<file path="config.mk">
export PLATFORM = sky130hd
export DESIGN_NAME = sw_ctrl
export DESIGN_NICKNAME = d
export VERILOG_FILES = /design/src/rtl/sw_ctrl.sv
export SDC_FILE = /design/constraint.sdc
export NUM_CORES = 1
export LEC_CHECK = 0
export ABC_AREA = 1
export ABC_CLOCK_PERIOD_IN_PS = 2750
export CORE_ASPECT_RATIO = 0.9
export CORE_UTILIZATION = 25
export DETAILED_ROUTE_END_ITERATION = 10
export PLACE_DENSITY = 0.42
export SETUP_SLACK_MARGIN = 0.4
export SYNTH_ARGS = -nofsm -noshare
export SYNTH_HDL_FRONTEND = slang
export SYNTH_SLANG_ARGS = --single-unit
</file>
<file path="constraint.sdc">
create_clock -name mclk -period 2.75 [get_ports mclk]
set_input_delay 0.4125 -clock mclk [delete_from_list [all_inputs] [get_ports mclk]]
set_output_delay 0.4125 -clock mclk [all_outputs]
set_load 0.05 [all_outputs]
</file>
<file path="src/rtl/sw_ctrl.sv">
// Stopwatch button front end: synchronise, debounce and edge-detect raw buttons,
// detect long presses, and run the start/split/stop FSM plus a mode selector.
module sw_ctrl #(
  parameter int unsigned N_SW     = 4,
  parameter int unsigned DEB_CNT  = 250000,
  parameter int unsigned LONG_CNT = 50000000,
  parameter int unsigned N_MODES  = 2,
  parameter int unsigned MODE_W   = 1
) (
  input  logic              mclk,
  input  logic              mrst,
  input  logic [N_SW-1:0]   sw,
  output logic              run,
  output logic              rst,
  output logic              sel,
  output logic [MODE_W-1:0] mode,
  output logic [N_SW-1:0]   sw_db,
  output logic [N_SW-1:0]   press,
  output logic [N_SW-1:0]   long_press
);

  localparam int unsigned DebW  = $clog2(DEB_CNT);
  localparam int unsigned LongW = $clog2(LONG_CNT + 1);

  localparam logic [DebW-1:0]   DebLast  = DebW'(DEB_CNT - 1);
  localparam logic [LongW-1:0]  LongMax  = LongW'(LONG_CNT);
  localparam logic [LongW-1:0]  LongPre  = LongW'(LONG_CNT - 1);
  localparam logic [MODE_W-1:0] ModeLast = MODE_W'(N_MODES - 1);

  // State encoding mirrors {run, sel} for readability in waveforms
  typedef enum logic [1:0] {
    StStop      = 2'b00,
    StStopSplit = 2'b01,
    StRun       = 2'b10,
    StSplit     = 2'b11
  } state_e;

  state_e state_q;

  logic [N_SW-1:0]  sync1_q;
  logic [N_SW-1:0]  sync2_q;
  logic [DebW-1:0]  deb_cnt_q  [N_SW];
  logic [LongW-1:0] hold_cnt_q [N_SW];
  logic [N_SW-1:0]  sw_db_dly_q;
  logic             long_seen_q;
  logic             mode_short_q;

  logic ev_clear, ev_start, ev_split, ev_mshort, ev_mlong, mode_zero, stopped;

  // Two-flop synchroniser for the asynchronous button lines
  always_ff @(posedge mclk) begin
    if (mrst) begin
      sync1_q <= '0;
      sync2_q <= '0;
    end else begin
      sync1_q <= sw;
      sync2_q <= sync1_q;
    end
  end

  // Per-bit debounce: accept s2 only after it has differed for DEB_CNT cycles
  always_ff @(posedge mclk) begin
    if (mrst) begin
      sw_db <= '0;
      for (int i = 0; i < N_SW; i++) deb_cnt_q[i] <= '0;
    end else begin
      for (int i = 0; i < N_SW; i++) begin
        if (sync2_q[i] == sw_db[i]) begin
          deb_cnt_q[i] <= '0;
        end else if (deb_cnt_q[i] == DebLast) begin
          sw_db[i]     <= sync2_q[i];
          deb_cnt_q[i] <= '0;
        end else begin
          deb_cnt_q[i] <= deb_cnt_q[i] + DebW'(1);
        end
      end
    end
  end

  // Rising-edge press pulses and saturating hold counters for long presses
  always_ff @(posedge mclk) begin
    if (mrst) begin
      sw_db_dly_q <= '0;
      press       <= '0;
      long_press  <= '0;
      for (int i = 0; i < N_SW; i++) hold_cnt_q[i] <= '0;
    end else begin
      sw_db_dly_q <= sw_db;
      press       <= sw_db & ~sw_db_dly_q;
      for (int i = 0; i < N_SW; i++) begin
        long_press[i] <= sw_db[i] && (hold_cnt_q[i] == LongPre);
        if (!sw_db[i]) begin
          hold_cnt_q[i] <= '0;
        end else if (hold_cnt_q[i] != LongMax) begin
          hold_cnt_q[i] <= hold_cnt_q[i] + LongW'(1);
        end
      end
    end
  end

  // Short mode event on release of bit 3, suppressed if that hold went long
  always_ff @(posedge mclk) begin
    if (mrst) begin
      long_seen_q  <= 1'b0;
      mode_short_q <= 1'b0;
    end else begin
      // long_press can still be high in the cycle sw_db falls, so test it directly too
      mode_short_q <= sw_db_dly_q[3] & ~sw_db[3] & ~long_seen_q & ~long_press[3];
      long_seen_q  <= sw_db[3] & (long_seen_q | long_press[3]);
    end
  end

  // Role decoding; stopwatch buttons only count in mode 0
  always_comb begin
    mode_zero = (mode == '0);
    stopped   = (state_q == StStop) || (state_q == StStopSplit);
    ev_clear  = press[1] & mode_zero;
    ev_start  = press[0] & mode_zero;
    ev_split  = press[2] & mode_zero;
    ev_mshort = mode_short_q;
    ev_mlong  = long_press[3];
  end

  // Start/split/stop FSM and mode selector; only the highest-priority event acts
  always_ff @(posedge mclk) begin
    if (mrst) begin
      state_q <= StStop;
      run     <= 1'b0;
      sel     <= 1'b0;
      rst     <= 1'b0;
      mode    <= '0;
    end else begin
      rst <= 1'b0;
      if (ev_clear) begin
        case (state_q)
          StStop: rst <= 1'b1;
          StStopSplit: begin
            state_q <= StStop;
            sel     <= 1'b0;
            rst     <= 1'b1;
          end
          default: ;
        endcase
      end else if (ev_start) begin
        case (state_q)
          StStop: begin
            state_q <= StRun;
            run     <= 1'b1;
          end
          StRun: begin
            state_q <= StStop;
            run     <= 1'b0;
          end
          StSplit: begin
            state_q <= StStopSplit;
            run     <= 1'b0;
          end
          StStopSplit: begin
            state_q <= StSplit;
            run     <= 1'b1;
          end
          default: ;
        endcase
      end else if (ev_split) begin
        case (state_q)
          StRun: begin
            state_q <= StSplit;
            sel     <= 1'b1;
          end
          StSplit: begin
            state_q <= StRun;
            sel     <= 1'b0;
          end
          StStopSplit: begin
            state_q <= StStop;
            sel     <= 1'b0;
          end
          default: ;
        endcase
      end else if (stopped && ev_mlong) begin
        mode <= '0;
      end else if (stopped && ev_mshort) begin
        mode <= (mode == ModeLast) ? '0 : mode + MODE_W'(1);
      end
    end
  end

endmodule

</file>
==> impl_metrics.yaml, run 1 <==
power_and_ir_drop:
  intPower_mw: 5.57
  sequentialPowerShare: 0.490
  p_sw_frac: 0.219
  powerDensity_mw_per_mm2: 497
  p_sw_mw: 1.56
  power_frac_comb: 0.019
  irDropWorstVdd_v: 0.000393
  pwr-share-clk: 0.492
  power_leakage_nw: 5.06
  power_mw: 7.13
place:
  dp_cells: 2275
  gp_congestion: 0.831
  io_buffers: 21
  hpwl_microns: 20500
run_status:
  status: "completed"
final_layout:
  fillers: 5154
  final_cells: 2325
  area_growth_pct: 16.8
  drive_gt1_frac: 0.0582
  final_common_cell: "nand2_1"
  diodes: 0
  layout_common_cells: "401 x nand2_1, 345 x nor2_1, 186 x inv_1"
  layout.nets: 1698
worst_setup_path:
  r2r_end: "hold_cnt_q[2][0]$_SDFFCE_PN0P_"
  worst_path_max_delay_cell: "clkdlybuf4s50_1"
  critPathMaxFanout: 5
  crit_type: "reg -> out"
  worst-r2r-setup-slack_ns: 0.65
  cp_num_buf_inv: 1
  cp.arrival_ns: 1.86
  worstReg2RegStart: "sw_db[2]$_SDFFE_PP0P_"
  worst_setup_path_end_kind: "primary output"
  r2r_cells: 5
  slowest_delay_ns: 0.85
  crit_family: "buffers and inverters"
  path_cells: "clkdlybuf4s50_1"
  cp_data_required_time_ns: 2.34
  setup.worst_path.start_class: "flip-flop"
grt:
  grt.busiest_layer: "met2"
  use_met1: 0.163
  gr-total-overflow: 0
  met2_usage: 0.178
  grt_pass1_wl_microns: 47400
  grt_pass1_vias: 9471
  antenna_found_initial: 0
  use_met3: 0.0188
  grt_start_max_net_pins: 27
  grt_usage: 0.114
logic_synthesis:
  synthFlopType: "edfxtp_1"
  synth_top_cell_by_area: "edfxtp_1"
  syn_area_sq_mm: 0.0123
  seq_area_frac_synth: 0.483
  ys_warn_count: 0
  ys_seq_elements: 208
  synth-edff-count: 176
  syn_inst: 1568
  synthArstFlopShare: 0
  syn_area_per_cell_sq_um: 7.82
  synth_top_area_frac: 0.431
  synth_area_leaders: "edfxtp_1 43%, nand2_1 12%, nor2_1 11%"
  synth_cell_types: 39
cts:
  post-cts-setup-buffers: 0
  cts_tree: "yes"
  clock_sinks: 208
  clk_pin_slew_ns: 0.06
  clockBufferDepth: 3
  insertion_delay_ns: 0.57
  cts_buffers: 27
  cts_hold_buf: 0
  htree_levels: 1
  cts-root-buf: "clkbuf_16"
sta:
  worst_pin_slew_ns: 0.732
  max_freq_mhz: 440
  period_minus_slack_ns: 2.27
  holdWs_ns: 0.386
  hold_viol_final: 0
  grt_setup_unrepaired: "false"
  fin_skew_ns: 0.0204
  tns_ns: 0
  setup_violations: 0
  post-route-period-util: 0.827
  drv_slew: 0
  relSlewSlack: 0.510
detailed_routing:
  dr.pass1.iters: 5
  drtAntennaViolNets: 0
  drc: 0
  viasPerCell: 4.25
  wirelength_microns: 28200
  wire_per_inst_microns: 12.1
  num_vias: 9874
  drt_iter0_drc: 509
floorplan:
  core_sq_mm: 0.0481
  die_width_microns: 236
  die-area_sq_mm: 0.0500
  die_y_microns: 212
  rows: 76
  io_pins: 22
  start_util: 0.255
min_path:
  whs_endpoint: "press[2]$_SDFF_PP0_"
  min_from: "sw_db_dly_q[2]$_SDFF_PP0_"
  whs_path_depth: 1
  hp-class: "reg -> reg"
job:
  maxCapViolCount: 0
-- cell usage after synthesis, types with 9 or more instances --
| cell type | n |
|---|---|
| xor2_1 | 47 |
| nor2_4 | 9 |
| a21oi_1 | 70 |
| nand4_1 | 39 |
| nand2_1 | 401 |
| nor2_1 | 345 |
| dfxtp_1 | 32 |
| nand3_1 | 96 |
| nor3_1 | 23 |
| nand3b_1 | 22 |
| nor2_2 | 15 |
| o21ai_0 | 12 |
| xnor2_1 | 25 |
| edfxtp_1 | 176 |
| inv_1 | 186 |
| ha_1 | 12 |
-- final cells by class --
cell class | count | area (sq um) | area share
clock buffer | 42 | 833 | 0.0581
clock inverter | 8 | 55.1 | 0.00384
inverter | 187 | 702 | 0.0490
multi-input combinational | 1229 | 5770 | 0.402
sequential | 208 | 5930 | 0.413
tap | 624 | 781 | 0.0545
timing repair buffer | 27 | 269 | 0.0188
-- state kept, by name, indices dropped and copies added, names as in the netlist --
signal,cells
mode,1
press,4
deb_cnt_q,72
ev_mshort,1
rst,1
sel,1
sync1_q,4
hold_cnt_q,104
sync2_q,4
long_press,4
run,1
state_q,2
sw_db,4
sw_db_dly_q,4
long_seen_q,1
-- cells by family (layout without fill, tap and decap cells) --
kind of cell | count (synthesis) | after routing | share of synthesized area
compound gates | 92 | 92 | 0.0397
xor+xnor | 72 | 72 | 0.0514
fa+ha+maj | 12 | 12 | 0.0122
buf+inv | 202 | 264 | 0.0691
flops | 208 | 208 | 0.483
other cells | 1 | 72 | 0.000306
simple gates | 981 | 981 | 0.344
-- routing by layer --
layer / vias to the layer above / share of wire
met5: - / 0
met1: 4461 / 0.52
met3: 44 / 0.036
met4: 0 / 0.024
li1: 5220 / -
met2: 149 / 0.42
-- power by group through the flow --
stage          registers (mW)  clock network [mW]  logic [mW]
2_1_floorplan            3.54                   0       0.107
3_3_place_gp             3.56                   0       0.132
3_5_place_dp             3.56                   0       0.132
4_1_cts                  3.49                3.65       0.133
5_1_grt                  3.50                3.77       0.157
6_report                 3.49                3.51       0.132
-- worst max path at each step --
| stage | cells past startpoint | endpoint | start | slack (ns) |
|---|---|---|---|---|
| finish | 1 | sw_db[2] | sw_db[2]$_SDFFE_PP0P_ | 0.48 |
| global route | 1 | sw_db[2] | sw_db[2]$_SDFFE_PP0P_ | 0.40 |
| CTS | 1 | press[2] | press[2]$_SDFF_PP0_ | 0.41 |
| detailed placement | 5 | hold_cnt_q[2][13]$_SDFFCE_PN0P_ | mrst | 0.27 |
| global placement | 5 | hold_cnt_q[2][11]$_SDFFCE_PN0P_ | mrst | 0.27 |
| floorplan | 3 | hold_cnt_q[0][0]$_SDFFCE_PN0P_ | sw_db[0]$_SDFFE_PP0P_ | 0.41 |
-- stage by stage --
stage          cell area [sq um]  setup WS [ns]  utilization
6_report                   14300          0.475        0.298
5_1_grt                    14300          0.400        0.298
4_1_cts                    14300          0.414        0.298
3_5_place_dp               13400          0.266        0.279
3_3_place_gp               13400          0.266        0.279
2_1_floorplan              12500          0.410            -
-- timing repair --
action | in CTS | in global routing
endpoints found under the setup margin | 1 | 26
pin swaps | 0 | 0
gates resized for setup | 1 | 2
No activity file was read; power rests on OpenSTA's default activity.
==> run 2: changes to the inputs <==
- ABC_CLOCK_PERIOD_IN_PS: 2750 -> 2000
- PLACE_DENSITY: 0.42 -> 0.43
- clock period: 2.75 -> 2 ns (I/O delays scaled with it)
==> run 2 against run 1 <==
Core utilization is 6.6 points higher. Clock power up 28%. Clock-buffer cell count shrank 1. Wire length increased by 15%. Die area unchanged. Via count increased by 11%. Combinational power grew 100%. Largest cell class is now multi-input gates. Critical endpoint is now hold_cnt_q[1][15]$_SDFFCE_PN0P_. Worst hold slack lost 0.084 ns. Critical path depth is 9 higher. Final area grew 22%. Sequential share of layout area down 7.5 points. Global-route usage rose by 0.93 points. Critical path type is now reg -> reg.
==> impl_metrics.yaml, run 2 (synthesis results as in run 1) <==
floorplan:
  rows: 76
  die-area_sq_mm: 0.0500
  start_util: 0.255
  die_y_microns: 212
  die_width_microns: 236
  io_pins: 22
  core_sq_mm: 0.0481
sta:
  fin_ws_ns: 0.214
  tns_ns: 0
  hold_viol_final: 0
  grt_setup_unrepaired: "true"
  post-route-period-util: 0.893
  period_minus_slack_ns: 1.79
  max_freq_mhz: 560
  fin_skew_ns: 0.0155
  setup_violations: 0
  drv_slew: 0
grt:
  grt_pass1_vias: 10273
  gr-total-overflow: 0
  grt_start_max_net_pins: 17
  grt_pass1_wl_microns: 50900
  grt_usage: 0.123
  antenna_found_initial: 1
power_and_ir_drop:
  irDropWorstVdd_v: 0.000490
  power_leakage_nw: 6.22
  powerDensity_mw_per_mm2: 545
cts:
  cts_tree: "yes"
  cts_hold_buf: 0
  cts-root-buf: "clkbuf_16"
  clock_sinks: 208
  clk_pin_slew_ns: 0.06
  cts_buffers: 26
  clockBufferDepth: 3
  insertion_delay_ns: 0.54
  htree_levels: 1
final_layout:
  layout.nets: 1859
  largest_register_ffs: 104
  area_growth_pct: 42.9
  layout_common_cells: "373 x nand2_1, 214 x nor2_1, 176 x edfxtp_1"
  regMostFlops: "hold_cnt_q"
  drive_gt1_frac: 0.297
  final_common_cell: "nand2_1"
  reg_top3: "hold_cnt_q: 104 flops, deb_cnt_q: 72 flops"
  diodes: 0
  stdcell_area_sq_mm: 0.0175
  fillers: 4927
place:
  io_buffers: 21
  hpwl_microns: 20500
  place_area_sq_mm: 0.0137
  dp_slack_ns: 0.00855
  gp_congestion: 0.812
detailed_routing:
  num_vias: 10944
  wirelength_microns: 32300
  wire_per_inst_microns: 13.0
  drt_iter0_drc: 572
  dr.pass1.iters: 5
  drtAntennaViolNets: 0
  drc: 0
  viasPerCell: 4.40
worst_setup_path:
  worstSetupStartpoint: "hold_cnt_q[1][3]$_SDFFCE_PN0P_"
  cp_data_required_time_ns: 2.29
  worst-r2r-setup-slack_ns: 0.21
  cp.arrival_ns: 2.08
  critPathMaxFanout: 6
  setup.worst_path.start_class: "flip-flop"
  r2r_end: "hold_cnt_q[1][15]$_SDFFCE_PN0P_"
  r2r_cells: 10
  worst_setup_path_end_kind: "flip-flop"
  worstReg2RegStart: "hold_cnt_q[1][3]$_SDFFCE_PN0P_"
  crit_type: "reg -> reg"
job:
  maxCapViolCount: 0
min_path:
  whs_endpoint: "sync1_q[2]$_SDFF_PP0_"
  hp-class: "in -> reg"
  whs_path_depth: 3
  min_from: "sw[2]"
run_status:
  status: "completed"
## run 2: how the worst max path moves through the flow
| stage | to | slack, ns | depth (start not counted) |
|---|---|---|---|
| floorplan | hold_cnt_q[0][0]$_SDFFCE_PN0P_ | -0.21 | 6 |
| finish | hold_cnt_q[1][15]$_SDFFCE_PN0P_ | 0.21 | 10 |
| global route | hold_cnt_q[1][20]$_SDFFCE_PN0P_ | 0.08 | 12 |
| detailed placement | hold_cnt_q[3][1]$_SDFFCE_PN0P_ | 0.009 | 6 |
| global placement | hold_cnt_q[2][3]$_SDFFCE_PN0P_ | -0.008 | 5 |
| CTS | hold_cnt_q[3][2]$_SDFFCE_PN0P_ | 0.25 | 11 |
## run 2: final cells by class
type | count | area, sq um | share of cell area
well taps | 624 | 781 | 0.0445
flip-flops and latches | 208 | 5930 | 0.338
multi-input cells | 1240 | 7460 | 0.426
clock buffers | 41 | 738 | 0.0421
repair buffers | 178 | 1850 | 0.106
inverters | 187 | 704 | 0.0402
clock inverters | 7 | 60.1 | 0.00343
## run 2: what timing repair did
item | 4_1_cts | 5_1_grt
pin swaps | 33 | 87
gates cloned | 18 | 7
endpoints found under the setup margin | 285 | 287
resized for setup | 144 | 341
endpoints found under the hold margin | 0 | 0
buffers inserted | 60 | 56
## run 2: per-layer routing
metal | global-route usage | wire length (microns)
met1 | 0.172 | 15900
met2 | 0.198 | 14500
met3 | 0.0179 | 1200
met4 | 0.0363 | 787
met5 | 0 | 0
## run 2: per-stage QoR
stage                     cells   util  power, mW  hold slack (ns)
after floorplan            1639      -       5.02            0.368
after global placement     2296  0.284       5.08            0.372
after detailed placement   2296  0.284       5.08            0.375
after CTS                  2422  0.325       9.69            0.286
after global routing       2485  0.364       9.96            0.294
final                      2485  0.364       9.56            0.303
## run 2: where the power goes
part	switching [mW]	total (mW)	internal [mW]	leakage (nW)
sequential	0.0719	4.80	4.73	2.29
clock	1.84	4.49	2.65	0.393
combinational	0.164	0.266	0.101	3.54
## run 2: worst max-delay path, cell delays in order, from the launching register on
cell       delay, ns
edfxtp_1        0.42
inv_1           0.16
nand2_1         0.08
nor2_1          0.10
nand2_1         0.10
nor2_2          0.15
nand2_1         0.08
nand2_2         0.11
buf_6           0.13
clkbuf_16       0.16
nor2_1          0.04
==> run 3: changes to the inputs <==
- CORE_MARGIN: unset -> 2
- HOLD_SLACK_MARGIN: unset -> 0.03
==> run 3 against run 2 <==
Clock-buffer cell count down 6. Final area decreased by 1.9%. Setup slack gained 0.0081 ns. Highest routed layer unchanged. Sequential power barely moved.
==> impl_metrics.yaml, run 3 (synthesis results as in run 1) <==
run_status:
  status: "completed"
cts:
  clock_sinks: 208
  htree_levels: 1
  cts-root-buf: "clkbuf_16"
  cts_buffers: 28
  clk_pin_slew_ns: 0.06
  cts_tree: "yes"
  clockBufferDepth: 3
  insertion_delay_ns: 0.58
worst_setup_path:
  setup.worst_path.start_class: "flip-flop"
  worstReg2RegStart: "hold_cnt_q[2][4]$_SDFFCE_PN0P_"
  cp_data_required_time_ns: 2.34
  critPathMaxFanout: 6
  cp.arrival_ns: 2.12
  crit_type: "reg -> reg"
  worst_setup_path_end_kind: "flip-flop"
  r2r_end: "hold_cnt_q[2][14]$_SDFFCE_PN0P_"
  worst-r2r-setup-slack_ns: 0.22
  r2r_cells: 8
sta:
  worst_pin_slew_ns: 0.566
  setup_violations: 0
  max_freq_mhz: 563
  grt_setup_unrepaired: "true"
  hold_viol_final: 0
  period_minus_slack_ns: 1.78
  fin_ws_ns: 0.222
  drv_slew: 0
  relSlewSlack: 0.622
  tns_ns: 0
  post-route-period-util: 0.889
  fin_skew_ns: 0.0274
detailed_routing:
  wire_per_inst_microns: 12.8
  wirelength_microns: 31800
  viasPerCell: 4.38
  num_vias: 10835
  drt_iter0_drc: 614
  drc: 0
  drtAntennaViolNets: 0
  dr.pass1.iters: 5
final_layout:
  regMostFlops: "hold_cnt_q"
  fin_util: 0.353
  layout_common_cells: "373 x nand2_1, 227 x nor2_1, 176 x inv_1, 176 x edfxtp_1, 103 x buf_4"
  reg_top3: "hold_cnt_q: 104 flops, deb_cnt_q: 72 flops"
  diodes: 0
  largest_register_ffs: 104
  multi_input_area_sq_mm: 0.00726
  area_growth_pct: 40.2
  drive_gt1_frac: 0.275
  layout.nets: 1841
  seqCellArea_sq_mm: 0.00593
  final_common_cell: "nand2_1"
  fillers: 5029
  final_cells: 2475
floorplan:
  die_y_microns: 214
  die-area_sq_mm: 0.0509
  rows: 77
  io_pins: 22
  die_width_microns: 238
  start_util: 0.252
  core_sq_mm: 0.0487
job:
  maxCapViolCount: 0
place:
  hpwl_microns: 20300
  io_buffers: 21
  dp_cells: 2312
  gp_congestion: 0.820
  dp_slack_ns: -0.0112
min_path:
  hp-class: "in -> reg"
  whs_endpoint: "sync1_q[2]$_SDFF_PP0_"
  min_from: "sw[2]"
  whs_path_depth: 3
grt:
  grt_pass1_vias: 10210
  grt_pass1_wl_microns: 51400
  gr-total-overflow: 0
  grt_start_max_net_pins: 16
  grt_usage: 0.121
  antenna_found_initial: 0
power_and_ir_drop:
  irDropWorstVdd_v: 0.000558
  powerDensity_mw_per_mm2: 581
  power_leakage_nw: 6.09
-- run 3: how the worst max path moves through the flow --
| stage | startpoint | endpoint | slack, ns | depth (start not counted) |
|---|---|---|---|---|
| CTS | hold_cnt_q[3][1]$_SDFFCE_PN0P_ | hold_cnt_q[3][20]$_SDFFCE_PN0P_ | 0.23 | 11 |
| floorplan | hold_cnt_q[0][0]$_SDFFCE_PN0P_ | hold_cnt_q[0][0]$_SDFFCE_PN0P_ | -0.21 | 6 |
| global route | hold_cnt_q[1][0]$_SDFFCE_PN0P_ | hold_cnt_q[1][20]$_SDFFCE_PN0P_ | 0.12 | 11 |
| global placement | mrst | hold_cnt_q[2][0]$_SDFFCE_PN0P_ | -0.04 | 5 |
| detailed placement | mrst | hold_cnt_q[2][0]$_SDFFCE_PN0P_ | -0.01 | 5 |
| finish | hold_cnt_q[2][4]$_SDFFCE_PN0P_ | hold_cnt_q[2][14]$_SDFFCE_PN0P_ | 0.22 | 8 |
-- run 3: cell type report --
| type | instances | share of cell area |
|---|---|---|
| multi-input cells | 1239 | 0.422 |
| inverters | 187 | 0.0411 |
| well taps | 632 | 0.0460 |
| flip-flops and latches | 208 | 0.345 |
| clock inverters | 15 | 0.00982 |
| repair buffers | 159 | 0.0938 |
| clock buffers | 35 | 0.0423 |
-- run 3: where the power goes --
group	leakage, nW	internal (mW)	total (mW)	switching [mW]
registers	2.29	4.73	4.80	0.0725
logic	3.36	0.0982	0.255	0.156
clock network	0.438	2.95	4.93	1.98
total	6.09	7.78	9.99	2.21
-- run 3: worst max-delay path, stage by stage, from the launching register on --
cell and delay (ns):
edfxtp_1 0.45, nor2_1 0.13, nand3_1 0.08, nor2_2 0.14, nand2_2 0.12, o21ai_4 0.26
buf_6 0.16, clkbuf_16 0.15, a21oi_1 0.04
-- run 3: metal layers --
metal / up-vias / GRT usage / share of wire
li1: 5522 / - / -
met1: 5114 / 0.175 / 0.50
met2: 151 / 0.187 / 0.45
met3: 48 / 0.0178 / 0.034
met4: 0 / 0.0346 / 0.024
met5: - / 0 / 0
-- run 3: repair_timing --
action / CTS / global route
setup endpoints to repair: 293 / 285
hold buffers: 0 / 0
gates resized for setup: 148 / 283
setup buffers: 62 / 31
pin swaps: 39 / 60
cloned: 15 / 5
-- run 3: metrics by stage --
| step | cell area (sq um) | hold slack [ns] | power [mW] |
|---|---|---|---|
| 2_1_floorplan | 12600 | 0.368 | 5.02 |
| 3_3_place_gp | 13800 | 0.372 | 5.08 |
| 3_5_place_dp | 13800 | 0.371 | 5.09 |
| 4_1_cts | 15800 | 0.210 | 10.1 |
| 5_1_grt | 17200 | 0.231 | 10.4 |
| 6_report | 17200 | 0.246 | 9.99 |
